## config.mk

```make
export PLATFORM = sky130hd
export DESIGN_NAME = uart_tx_flat
export DESIGN_NICKNAME = d
export VERILOG_FILES = /design/src/rtl/uart_tx_if.sv /design/src/rtl/uart_tx.sv /design/src/flat_wrapper.sv
export SDC_FILE = /design/constraint.sdc
export NUM_CORES = 1
export LEC_CHECK = 0
export CORE_AREA = 2 2 72 60
export CTS_CLUSTER_SIZE = 40
export DETAILED_ROUTE_END_ITERATION = 10
export DIE_AREA = 0 0 74 62
export PLACE_DENSITY = 0.73
export REMOVE_ABC_BUFFERS = 1
export SYNTH_ARGS = -nofsm -noshare
export SYNTH_HDL_FRONTEND = slang
export SYNTH_SLANG_ARGS = --single-unit
```

## constraint.sdc

```tcl
create_clock -name clk -period 2.8 [get_ports clk]
set_input_delay 0.56 -clock clk [delete_from_list [all_inputs] [get_ports clk]]
set_output_delay 0.56 -clock clk [all_outputs]
set_load 0.005 [all_outputs]
```

## src/rtl/uart_tx_if.sv

```systemverilog
// Byte handshake between a message source and the UART transmitter.
// A byte moves on any posedge where i_req and o_cts are both high.
interface uart_tx_if;
  logic [7:0] i_data;
  logic       i_req;
  logic       o_cts;
  logic       o_idle;

  modport master (
    output i_data,
    output i_req,
    input  o_cts,
    input  o_idle
  );

  modport slave (
    input  i_data,
    input  i_req,
    output o_cts,
    output o_idle
  );
endinterface

```

## src/rtl/uart_tx.sv

```systemverilog
// 8N1/8N2 UART transmitter, LSB first, with a one-byte holding register
// and a line-quiet indicator for framing bursts of messages.
module uart_tx #(
  parameter int CLKS_PER_BIT = 3,
  parameter int STOP_BITS    = 1,
  parameter int IDLE_BITS    = 16
) (
  input  logic     clk,
  input  logic     rst_n,
  uart_tx_if.slave bus,
  output logic     o_serial
);

  localparam int IDLE_MAX = IDLE_BITS * CLKS_PER_BIT;
  localparam int CW       = $clog2(CLKS_PER_BIT);
  localparam int IW       = $clog2(IDLE_MAX + 1);

  localparam logic [CW-1:0] CYC_LAST  = CW'(CLKS_PER_BIT - 1);
  localparam logic [IW-1:0] IDLE_SAT  = IW'(IDLE_MAX);
  localparam logic          STOP_LAST = 1'(STOP_BITS - 1);

  localparam logic [1:0] S_IDLE  = 2'd0;
  localparam logic [1:0] S_START = 2'd1;
  localparam logic [1:0] S_DATA  = 2'd2;
  localparam logic [1:0] S_STOP  = 2'd3;

  logic [1:0]    state_q, state_d;
  logic [CW-1:0] cyc_q, cyc_d;
  logic [2:0]    bit_q, bit_d;
  logic          stop_q, stop_d;
  logic [7:0]    shift_q, shift_d;
  logic [7:0]    hold_q, hold_d;
  logic          full_q, full_d;
  logic          cts_q, cts_d;
  logic [IW-1:0] icnt_q, icnt_d;
  logic          idle_q, idle_d;
  logic          ser_q, ser_d;

  logic accept;
  logic bit_end;
  logic last_stop;
  logic load;

  assign accept    = bus.i_req & cts_q;
  assign bit_end   = (cyc_q == CYC_LAST);
  assign last_stop = (state_q == S_STOP) & bit_end
                   & (stop_q == STOP_LAST);
  assign load      = full_q & ((state_q == S_IDLE) | last_stop);

  always_comb begin
    hold_d = hold_q;
    full_d = full_q;
    if (accept) begin
      hold_d = bus.i_data;
      full_d = 1'b1;
    end else if (load) begin
      full_d = 1'b0;
    end
  end

  assign cts_d = ~full_d;

  always_comb begin
    state_d = state_q;
    cyc_d   = cyc_q;
    bit_d   = bit_q;
    stop_d  = stop_q;
    shift_d = shift_q;
    ser_d   = ser_q;
    unique case (state_q)
      S_IDLE: begin
        ser_d = 1'b1;
        if (load) begin
          state_d = S_START;
          cyc_d   = '0;
          shift_d = hold_q;
          ser_d   = 1'b0;
        end
      end
      S_START: begin
        if (bit_end) begin
          state_d = S_DATA;
          cyc_d   = '0;
          bit_d   = 3'd0;
          ser_d   = shift_q[0];
        end else begin
          cyc_d = cyc_q + 1'b1;
        end
      end
      S_DATA: begin
        if (bit_end) begin
          cyc_d = '0;
          if (bit_q == 3'd7) begin
            state_d = S_STOP;
            stop_d  = 1'b0;
            ser_d   = 1'b1;
          end else begin
            bit_d   = bit_q + 3'd1;
            shift_d = {1'b0, shift_q[7:1]};
            ser_d   = shift_q[1];
          end
        end else begin
          cyc_d = cyc_q + 1'b1;
        end
      end
      S_STOP: begin
        if (bit_end) begin
          cyc_d = '0;
          if (stop_q == STOP_LAST) begin
            // back-to-back frames: next start bit with no gap cycle
            if (load) begin
              state_d = S_START;
              shift_d = hold_q;
              ser_d   = 1'b0;
            end else begin
              state_d = S_IDLE;
              ser_d   = 1'b1;
            end
          end else begin
            stop_d = 1'b1;
          end
        end else begin
          cyc_d = cyc_q + 1'b1;
        end
      end
      default: begin
        state_d = S_IDLE;
        ser_d   = 1'b1;
      end
    endcase
  end

  always_comb begin
    icnt_d = icnt_q;
    if (accept) begin
      icnt_d = '0;
    end else if ((state_q == S_IDLE) && !full_q
                 && (icnt_q != IDLE_SAT)) begin
      icnt_d = icnt_q + 1'b1;
    end
  end

  assign idle_d = (icnt_d == IDLE_SAT);

  always_ff @(posedge clk or negedge rst_n) begin
    if (!rst_n) begin
      state_q <= S_IDLE;
      cyc_q   <= '0;
      bit_q   <= 3'd0;
      stop_q  <= 1'b0;
      shift_q <= 8'h00;
      hold_q  <= 8'h00;
      full_q  <= 1'b0;
      cts_q   <= 1'b1;
      icnt_q  <= '0;
      idle_q  <= 1'b0;
      ser_q   <= 1'b1;
    end else begin
      state_q <= state_d;
      cyc_q   <= cyc_d;
      bit_q   <= bit_d;
      stop_q  <= stop_d;
      shift_q <= shift_d;
      hold_q  <= hold_d;
      full_q  <= full_d;
      cts_q   <= cts_d;
      icnt_q  <= icnt_d;
      idle_q  <= idle_d;
      ser_q   <= ser_d;
    end
  end

  assign bus.o_cts  = cts_q;
  assign bus.o_idle = idle_q;
  assign o_serial   = ser_q;

endmodule
```

## src/flat_wrapper.sv

```systemverilog
// flat-port wrapper written by rule: the top's interface ports become plain ports
module uart_tx_flat 
#(
  parameter int CLKS_PER_BIT = 3,
  parameter int STOP_BITS    = 1,
  parameter int IDLE_BITS    = 16
)
  (clk, rst_n, o_serial, bus_i_data, bus_i_req, bus_o_cts, bus_o_idle);
  uart_tx_if bus_i ();
  input  logic clk;
  input  logic rst_n;
  output logic o_serial;
  input wire logic [$bits(bus_i.i_data)-1:0] bus_i_data;
  input wire logic [$bits(bus_i.i_req)-1:0] bus_i_req;
  output wire logic [$bits(bus_i.o_cts)-1:0] bus_o_cts;
  output wire logic [$bits(bus_i.o_idle)-1:0] bus_o_idle;
  assign bus_i.i_data = bus_i_data;
  assign bus_i.i_req = bus_i_req;
  assign bus_o_cts = bus_i.o_cts;
  assign bus_o_idle = bus_i.o_idle;
  uart_tx #(.CLKS_PER_BIT(CLKS_PER_BIT), .STOP_BITS(STOP_BITS), .IDLE_BITS(IDLE_BITS)) u_core (.clk(clk), .rst_n(rst_n), .bus(bus_i), .o_serial(o_serial));
endmodule
```

== Yosys cells after proc, flatten, opt, wreduce, memory -nomap -nowiden ==
Cells that the tools add are included.
Word-level totals
  bits in registers: 34
  bits in latches: 0
  RAM bits: 0
  bits in read-only memories: 0
  input port bits: 11
  output and inout bits: 3
  word-level logic and storage cells: 85
  memories kept: 0
Operators by class
  add/sub/neg operators: 3
  multiply operators: 0
  divide/modulo/power cells: 0
  magnitude comparators: 0
  equal/unequal tests: 14
  shift operators: 0
  multiplexer cells: 37
  bitwise gates (word level): 7
  reduce and logical (&&, ||, !) cells: 13
Operators with widths (number)
  8-bit two-way mux: 5
  8-bit one-hot mux with 3 select lines: 1
  2-bit two-way mux: 8
  1-bit two-way mux: 13
  6-bit two-way mux: 2
  4-bit AND reduction: 3
  2-bit by 1-bit != test with 1-bit output (second input constant): 5
  3-bit two-way mux: 3
  2-bit one-hot mux with 4 select lines: 1
  6-bit by 1-bit adder with 6-bit output (second input constant): 1
  2-bit equality test (second input constant): 3
  6-bit equality test (second input constant): 1
  6-bit != test (second input constant): 1
  3-bit one-hot mux with 2 select lines: 1
  6-bit AND reduction: 1
  5-bit AND reduction: 1
  1-bit bitwise AND: 4
  2-bit != test (second input constant): 2
  1-bit one-hot mux with 4 select lines: 1
  2-bit one-hot mux with 2 select lines: 1
  2-bit nonzero test: 2
  3-bit by 1-bit adder with 3-bit output (second input constant): 1
  3-bit equality test (second input constant): 1
  3-bit nonzero test: 1
  other kinds (9): 11

== Depth between registers and ports, before layout ==
Gate-level depths: netlist of the first run.
  word-level depth: 9
  gate-level depth with buffers: 8
  depth with buffers taken out: 7

== Least setup slack after synthesis of the first run ==
OpenSTA, ideal clock, no wires.
  path type: register -> register
  start: register u_core.bit_q[0]
  end: register u_core.shift_q[7]
  setup time: 0.130 ns
  arrival: 1.716 ns
  data required time: 2.670 ns
  path slack: 0.954 ns
  cell stages (with the launch flop): 8
  period minus slack after synthesis: 1.846 ns
  cells stage by stage: dfrtp_1 -> ha_1 -> ha_1 -> nand2b_1 -> or2_1 -> a21oi_2 -> buf_2 -> o32ai_1
On the way
  cells in the longest elaborated chain, start to end: 3
Ends and longest elaborated chain
  start, declared: RTL line uart_tx.sv:29  | logic [2:0] bit_q, bit_d;
  start signal, assigned: RTL line uart_tx.sv:161  | bit_q <= bit_d;
  3-bit equality test: RTL line uart_tx.sv:93  | if (bit_q == 3'd7) begin
  2-bit != test (no line)
  5-bit AND reduction (no line)
  end signal, assigned: RTL line uart_tx.sv:163  | shift_q <= shift_d;
  end, declared: RTL line uart_tx.sv:31  | logic [7:0] shift_q, shift_d;
No other way between the ends.
A chain may end at the register's enable or synchronous reset.

== Worst setup path in the final report of the first run ==
  start: register u_core.state_q[1]
  end: register u_core.idle_q (netlist: u_core.bus.o_idle)
On the way
  cells in the longest elaborated chain, start to end: 6
Ends and longest elaborated chain
  start, declared: RTL line uart_tx.sv:27  | logic [1:0] state_q, state_d;
  start signal, assigned: RTL line uart_tx.sv:159  | state_q <= state_d;
  2-bit zero test: RTL line uart_tx.sv:137  | end else if ((state_q == S_IDLE) && !full_q
  1-bit logical AND: RTL line uart_tx.sv:137
  1-bit logical AND: RTL line uart_tx.sv:138  | && (icnt_q != IDLE_SAT)) begin
  6-bit two-way mux: RTL line uart_tx.sv:137
  6-bit two-way mux: RTL line uart_tx.sv:135  | if (accept) begin
  6-bit equality test: RTL line uart_tx.sv:143  | assign idle_d = (icnt_d == IDLE_SAT);
  via u_core.idle_d: RTL line uart_tx.sv:36  | logic idle_q, idle_d;
  end signal, assigned: RTL line uart_tx.sv:168  | idle_q <= idle_d;
  end, declared: RTL line uart_tx.sv:36
The timed path passes the listed nets, and every way through them passes these cells.

==> results of run 1 <==
## per-stage QoR
| stage | hold WS (ns) | area [um^2] | setup slack (ns) | power (uW) | cells |
|---|---|---|---|---|---|
| final | 0.509 | 1990 | 0.625 | 2130 | 236 |
| after global routing | 0.531 | 1990 | 0.433 | 2320 | 236 |
| after CTS | 0.511 | 1990 | 0.616 | 2150 | 236 |
| after detailed placement | 0.496 | 1870 | 0.603 | 1670 | 228 |
| after global placement | 0.491 | 1870 | 0.655 | 1650 | 228 |
| after floorplan | 0.264 | 1650 | 0.737 | 1440 | 155 |
## worst max-delay path, delay by kind of cell, from the launching register on
family / cells / cell delay [ns]
xor+xnor: 1 / 0.18
fa+ha+maj: 1 / 0.21
buf+inv: 1 / 0.15
flops: 1 / 0.42
simple gates: 4 / 1.12
## state kept, by name, summed over array words and instances (netlist names)
signal	count
u_core.bit_q	3
u_core.bus.o_cts	1
u_core.bus.o_idle	1
u_core.cyc_q	2
u_core.full_q	1
u_core.hold_q	8
u_core.icnt_q	6
u_core.o_serial	1
u_core.shift_q	8
u_core.state_q	2
## Yosys cell counts, drive strengths merged
library cell and instances:
dfrtp 31, nor2b 4, o32ai 1, and3b 2, dfstp 2, ha 10, a21o 3, nor2 19
nor4 1, or3 1, inv 8, nand2b 2, nor4b 1, xnor2 1, o31a 1, nand2 10
xor2 4, and3 1, buf 4, a311oi 2, nand4 3, nand3 2, clkbuf 1, mux2 8
or2 1, nor3 5, a22o 4, mux2i 7, o21ai 8, nor3b 1, and2 1, a21oi 11
## layout by cell type (no fill, tap or decap), types with 3 or more instances in the layout
cell type,n
xor2_1,4
mux2i_1,7
a21oi_1,10
clkdlybuf4s50_1,13
buf_4,3
nor2_1,19
mux2_2,8
nand4_1,3
nor3_1,5
ha_1,10
a22o_1,4
inv_1,8
o21ai_0,8
a21o_1,3
nand2_1,10
nor2b_1,3
clkbuf_8,6
dfrtp_1,31
## worst min path at each step
stage,start,to,cells past startpoint
after floorplan,rst_n,u_core.bit_q[0],0
after global placement,u_core.hold_q[0],u_core.hold_q[0],1
after detailed placement,u_core.hold_q[0],u_core.hold_q[0],1
after CTS,u_core.hold_q[0],u_core.hold_q[0],1
after global routing,u_core.hold_q[0],u_core.hold_q[0],1
final,u_core.hold_q[0],u_core.hold_q[0],1
## power breakdown
group / switching [uW] / internal [uW] / total [uW]
Clock: 171 / 290 / 461
Sequential: 151 / 687 / 837
Combinational: 426 / 403 / 829
Total: 747 / 1380 / 2130
## kinds of logic (layout without fill, tap and decap cells)
logic type      Yosys count  count (layout)  share of synthesized area, %
compound gates           30              30                          11.4
xor+xnor                  5               5                          2.62
fa+ha+maj                10              10                          7.47
buf+inv                  13              32                          3.44
flops                    33              33                          49.5
mux                      15              15                          9.57
simple gates             54              54                          16.0
## area by class of cell
| type | instances | area (um^2) |
|---|---|---|
| Tap cell | 57 | 71.3 |
| Sequential cell | 33 | 828 |
| Clock inverter | 1 | 30.0 |
| Clock buffer | 7 | 86.3 |
| Inverter | 8 | 30.0 |
| Timing Repair Buffer | 16 | 153 |
| Fill cell | 376 | 1980 |
| Multi-Input combinational cell | 114 | 788 |
## layer usage
metal | routed length, um | vias up | share of wire, %
met1 | 1480 | 549 | 51
met2 | 1220 | 23 | 42
met3 | 131 | 7 | 4.5
met4 | 53 | 0 | 1.8
met5 | 0 | - | 0
li1 | - | 591 | -
==> impl_metrics.env, run 1 <==
export IMPL_status="finished clean"
export IMPL_ys_top_cells_by_area="dfrtp_1 (46%), ha_1 (7.5%), mux2_2 (5.4%), nor2_1 (4.3%), mux2i_1 (4.2%)"
export IMPL_firstDrtPassIters=4
export IMPL_path_cells="inv_1 > ha_1 > nor2b_2 > nand4_1 > xor2_1 > or3_1 > nor4_1"
export IMPL_worst_setup_path_type="reg -> reg"
export IMPL_cp_required_ns=2.99
export IMPL_io_pins=14
export IMPL_cts_hold_buf=0
export IMPL_io_buffer_count=13
export IMPL_yosys_warnings=0
export IMPL_cp_startpoint="u_core.state_q[1]"
export IMPL_r2r_end="u_core.bus.o_idle"
export IMPL_p_leak_uw=0.000880
export IMPL_maxSlewViolCount=0
export IMPL_drt_wirelength_per_cell_um=12.3
export IMPL_yosys_cell_types_count=36
export IMPL_endpoint_kind="register"
export IMPL_cpMaxStageDelayCell="dfrtp_1"
export IMPL_drt_wl_total_um=2890
export IMPL_grt_use_total_pct=14.6
export IMPL_ctsResizeCount=0
export IMPL_cts_buffers=5
export IMPL_synth_seq_cells=33
export IMPL_grt_max_degree=34
export IMPL_clk_path_buf_depth=2
export IMPL_cap_violations=0
export IMPL_post_cts_buffers=0
export IMPL_syn_area_mm2=0.00167
export IMPL_crit_path_end="u_core.bus.o_idle"
export IMPL_start_util_pct=42.2
export IMPL_tritoncts="yes"
export IMPL_cts_root_buf="clkbuf_8"
export IMPL_grt_pass1_wl_um=4950
export IMPL_diodes=0
export IMPL_start_kind="register"
export IMPL_reg2reg_slack_ns=0.63
export IMPL_worstPathMaxFanout=9
export IMPL_antenna_found_initial=0
export IMPL_synth_top_area_cell="dfrtp_1"
export IMPL_synthCells=160
export IMPL_grt_pass1_vias=1103
export IMPL_drive_above_1_share_pct=12.3
export IMPL_drt_iter0_drc=56
export IMPL_timing_fmax_mhz=460
export IMPL_ir_drop_mv=0.307
export IMPL_finClkSkew_ns=0.00460
export IMPL_use_met1_pct=19.7
export IMPL_slew_headroom_pct=55.4
export IMPL_synth_top_area_share_pct=46.3
export IMPL_power_density_mw_per_mm2=1070
export IMPL_dieHeight_um=62
export IMPL_post_route_util_pct=50.1
export IMPL_viasPerCell=4.96
export IMPL_worst_pin_slew_ns=0.669
export IMPL_drc=0
export IMPL_r2r_start="u_core.state_q[1]"
export IMPL_use_met3_pct=4.35
export IMPL_die_w_um=74
export IMPL_hold_viol_final=0
export IMPL_slowest_delay_ns=0.42
export IMPL_clk_pin_slew_ns=0.07
export IMPL_rr_worst_depth=7
export IMPL_fp_row_count=21
export IMPL_syn_to_final_growth_pct=18.7
export IMPL_ant_nets=0
export IMPL_vias=1170
export IMPL_ys_seq_area_share_pct=49.5
export IMPL_grt_busiest_layer="met2"
export IMPL_fin_tns_setup_ns=0
export IMPL_dpl_hpwl_um=2010
export IMPL_htree_levels=2
export IMPL_setup_viol=0
export IMPL_min_path_type="reg -> reg"
export IMPL_core_mm2=0.00397
export IMPL_nets=199
export IMPL_grt_ovfl_total=0
export IMPL_finalCritPeriodShare_pct=77.7
export IMPL_clk_latency_ns=0.28
export IMPL_place_congestion=0.811
export IMPL_grtUsageMet2_pct=21.8
export IMPL_cts_sinks=33
export IMPL_fin_crit_ns=2.17
export IMPL_cp_data_arrival_time_ns=2.36
export IMPL_rsz0062_at_grt="no"
export IMPL_die_area_mm2=0.00459
export IMPL_synth_area_per_cell_um2=10.5
(Power assumes the default switching activity.)
==> run 2: changes to the inputs <==
--- a/config.mk
+++ b/config.mk
@@ -9,7 +9,7 @@
 export CTS_CLUSTER_SIZE = 40
 export DETAILED_ROUTE_END_ITERATION = 10
 export DIE_AREA = 0 0 74 62
-export PLACE_DENSITY = 0.73
+export PLACE_DENSITY = 0.75
 export REMOVE_ABC_BUFFERS = 1
 export SYNTH_ARGS = -nofsm -noshare
 export SYNTH_HDL_FRONTEND = slang
==> constraint.sdc (replaced) <==
create_clock -name clk -period 1.9 [get_ports clk]
set_input_delay 0.38 -clock clk [delete_from_list [all_inputs] [get_ports clk]]
set_output_delay 0.38 -clock clk [all_outputs]
set_load 0.005 [all_outputs]
==> run 2 against run 1 <==
Net effect:
- clock-buffer cell count shrank 1
- first-iteration DRC count shrank 64%
- global-route usage grew 0.85 points
- sequential power grew 47%
- register-to-register slack lost 0.54 ns
- power grew 62%
- combinational power grew 83%
- maximum frequency grew 20%
- critical path type unchanged
- largest power group is now combinational logic
==> impl_metrics.env, run 2 (synthesis gave the netlist of run 1 again) <==
export IMPL_ant_nets=0
export IMPL_layout_commonest_cell="dfrtp_1"
export IMPL_start_kind="register"
export IMPL_clkPwrFrac_pct=20.2
export IMPL_tritoncts="yes"
export IMPL_worstPathMaxFanout=5
export IMPL_fp_row_count=21
export IMPL_ir_drop_mv=0.722
export IMPL_fin_crit_ns=1.82
export IMPL_crit_path_end="u_core.state_q[0]"
export IMPL_drt_wl_total_um=3210
export IMPL_finalCritPeriodShare_pct=95.8
export IMPL_start_util_pct=42.2
export IMPL_cap_violations=0
export IMPL_maxSlewViolCount=0
export IMPL_cts_root_buf="clkbuf_8"
export IMPL_layout_common_cells="dfrtp_1 (31), nor2_1 (18), buf_4 (14), clkdlybuf4s50_1 (13)"
export IMPL_finClkSkew_ns=0.00873
export IMPL_cp_required_ns=2.06
export IMPL_timing_fmax_mhz=550
export IMPL_diodes=0
export IMPL_place_congestion=0.876
export IMPL_cp_startpoint="u_core.state_q[0]"
export IMPL_grt_ovfl_total=0
export IMPL_drc=0
export IMPL_antenna_found_initial=0
export IMPL_grt_pass1_vias=1123
export IMPL_rr_worst_depth=6
export IMPL_grt_pass1_wl_um=5150
export IMPL_fill_cells=347
export IMPL_status="finished clean"
export IMPL_fin_ws_ns=0.0803
export IMPL_post_place_ws_ns=0.0733
export IMPL_io_pins=14
export IMPL_drt_wirelength_per_cell_um=12.9
export IMPL_core_mm2=0.00397
export IMPL_reg_top3="u_core.hold_q: 8 flops, u_core.shift_q: 8 flops, u_core.icnt_q: 6 flops"
export IMPL_slew_headroom_pct=72.3
export IMPL_reg2reg_slack_ns=0.08
export IMPL_die_area_mm2=0.00459
export IMPL_vias=1231
export IMPL_firstDrtPassIters=4
export IMPL_dpl_hpwl_um=2250
export IMPL_io_buffer_count=13
export IMPL_dieHeight_um=62
export IMPL_clk_pin_slew_ns=0.07
export IMPL_drt_iter0_drc=20
export IMPL_clk_path_buf_depth=2
export IMPL_grt_max_degree=34
export IMPL_nets=212
export IMPL_cts_sinks=33
export IMPL_netSwitchingPower_uw=1230
export IMPL_hold_viol_final=0
export IMPL_whs_ns=0.482
export IMPL_swShare_pct=35.6
export IMPL_clk_latency_ns=0.29
export IMPL_r2r_end="u_core.state_q[0]"
export IMPL_power_uw=3450
export IMPL_r2r_start="u_core.state_q[0]"
export IMPL_worst_pin_slew_ns=0.415
export IMPL_syn_to_final_growth_pct=27.7
export IMPL_min_path_type="in -> async"
export IMPL_htree_levels=2
export IMPL_worst_setup_path_type="reg -> reg"
export IMPL_cts_buffers=5
export IMPL_p_seq_share_pct=35.6
export IMPL_endpoint_kind="register"
export IMPL_p_leak_uw=0.000951
export IMPL_setup_viol=0
export IMPL_drive_above_1_share_pct=21.9
export IMPL_fin_tns_setup_ns=0
export IMPL_viasPerCell=4.94
export IMPL_grt_use_total_pct=15.4
export IMPL_cp_data_arrival_time_ns=1.98
export IMPL_power_density_mw_per_mm2=1610
export IMPL_power_frac_comb_pct=44.2
export IMPL_p_int_uw=2220
export IMPL_die_w_um=74
==> run 2: area by class of cell <==
| type | instances | area (um^2) | area share [%] |
|---|---|---|---|
| Clock inverter | 2 | 37.5 | 1.76 |
| Clock buffer | 6 | 82.6 | 3.86 |
| Multi-Input combinational cell | 114 | 830 | 38.8 |
| Inverter | 8 | 30.0 | 1.41 |
| Timing Repair Buffer | 29 | 258 | 12.1 |
| Tap cell | 57 | 71.3 | 3.34 |
| Sequential cell | 33 | 828 | 38.8 |
==> run 2: worst min path at each step <==
stage | to | from | depth (start not counted) | slack (ns)
floorplan | u_core.bit_q[0] | rst_n | 0 | 0.08
global placement | u_core.hold_q[5] | u_core.hold_q[5] | 1 | 0.49
detailed placement | u_core.hold_q[5] | u_core.hold_q[5] | 1 | 0.50
CTS | u_core.bit_q[2] | rst_n | 2 | 0.50
global route | u_core.hold_q[5] | u_core.hold_q[5] | 1 | 0.53
finish | u_core.bit_q[2] | rst_n | 2 | 0.48
==> run 2: critical path: stages, from the launching register on <==
cell	delay (ns)
dfrtp_1	0.42
ha_1	0.29
and3b_1	0.22
nor2_1	0.21
and3b_1	0.21
nor4b_1	0.26
a21oi_1	0.09
==> run 2: power groups by stage <==
stage | logic [uW] | clock network [uW] | registers [uW]
after detailed placement | 1350 | 0 | 1240
final | 1520 | 695 | 1230
after CTS | 1370 | 705 | 1230
after global routing | 1700 | 736 | 1270
after floorplan | 934 | 0 | 1180
after global placement | 1320 | 0 | 1230
==> run 2: through the flow <==
step	instances	util, %	instance area, um^2
3_5_place_dp	238	49.0	1950
5_1_grt	249	53.9	2140
6_report	249	53.9	2140
4_1_cts	246	52.1	2070
3_3_place_gp	238	49.0	1950
2_1_floorplan	155	-	1650
==> run 2: timing repair <==
action	CTS	global route
setup buffers	0	3
resized for setup	0	11
hold buffers	0	0
setup endpoints to repair	0	8
==> run 2: layer usage <==
layer | part of all wire (%) | global-route usage, % | up-vias | wire length (um)
met5 | 0 | 0 | - | 0
met4 | 2.0 | 7.01 | 0 | 64
met3 | 4.0 | 4.84 | 8 | 130
met2 | 46 | 23.2 | 22 | 1470
met1 | 48 | 20.7 | 582 | 1550
li1 | - | - | 619 | -
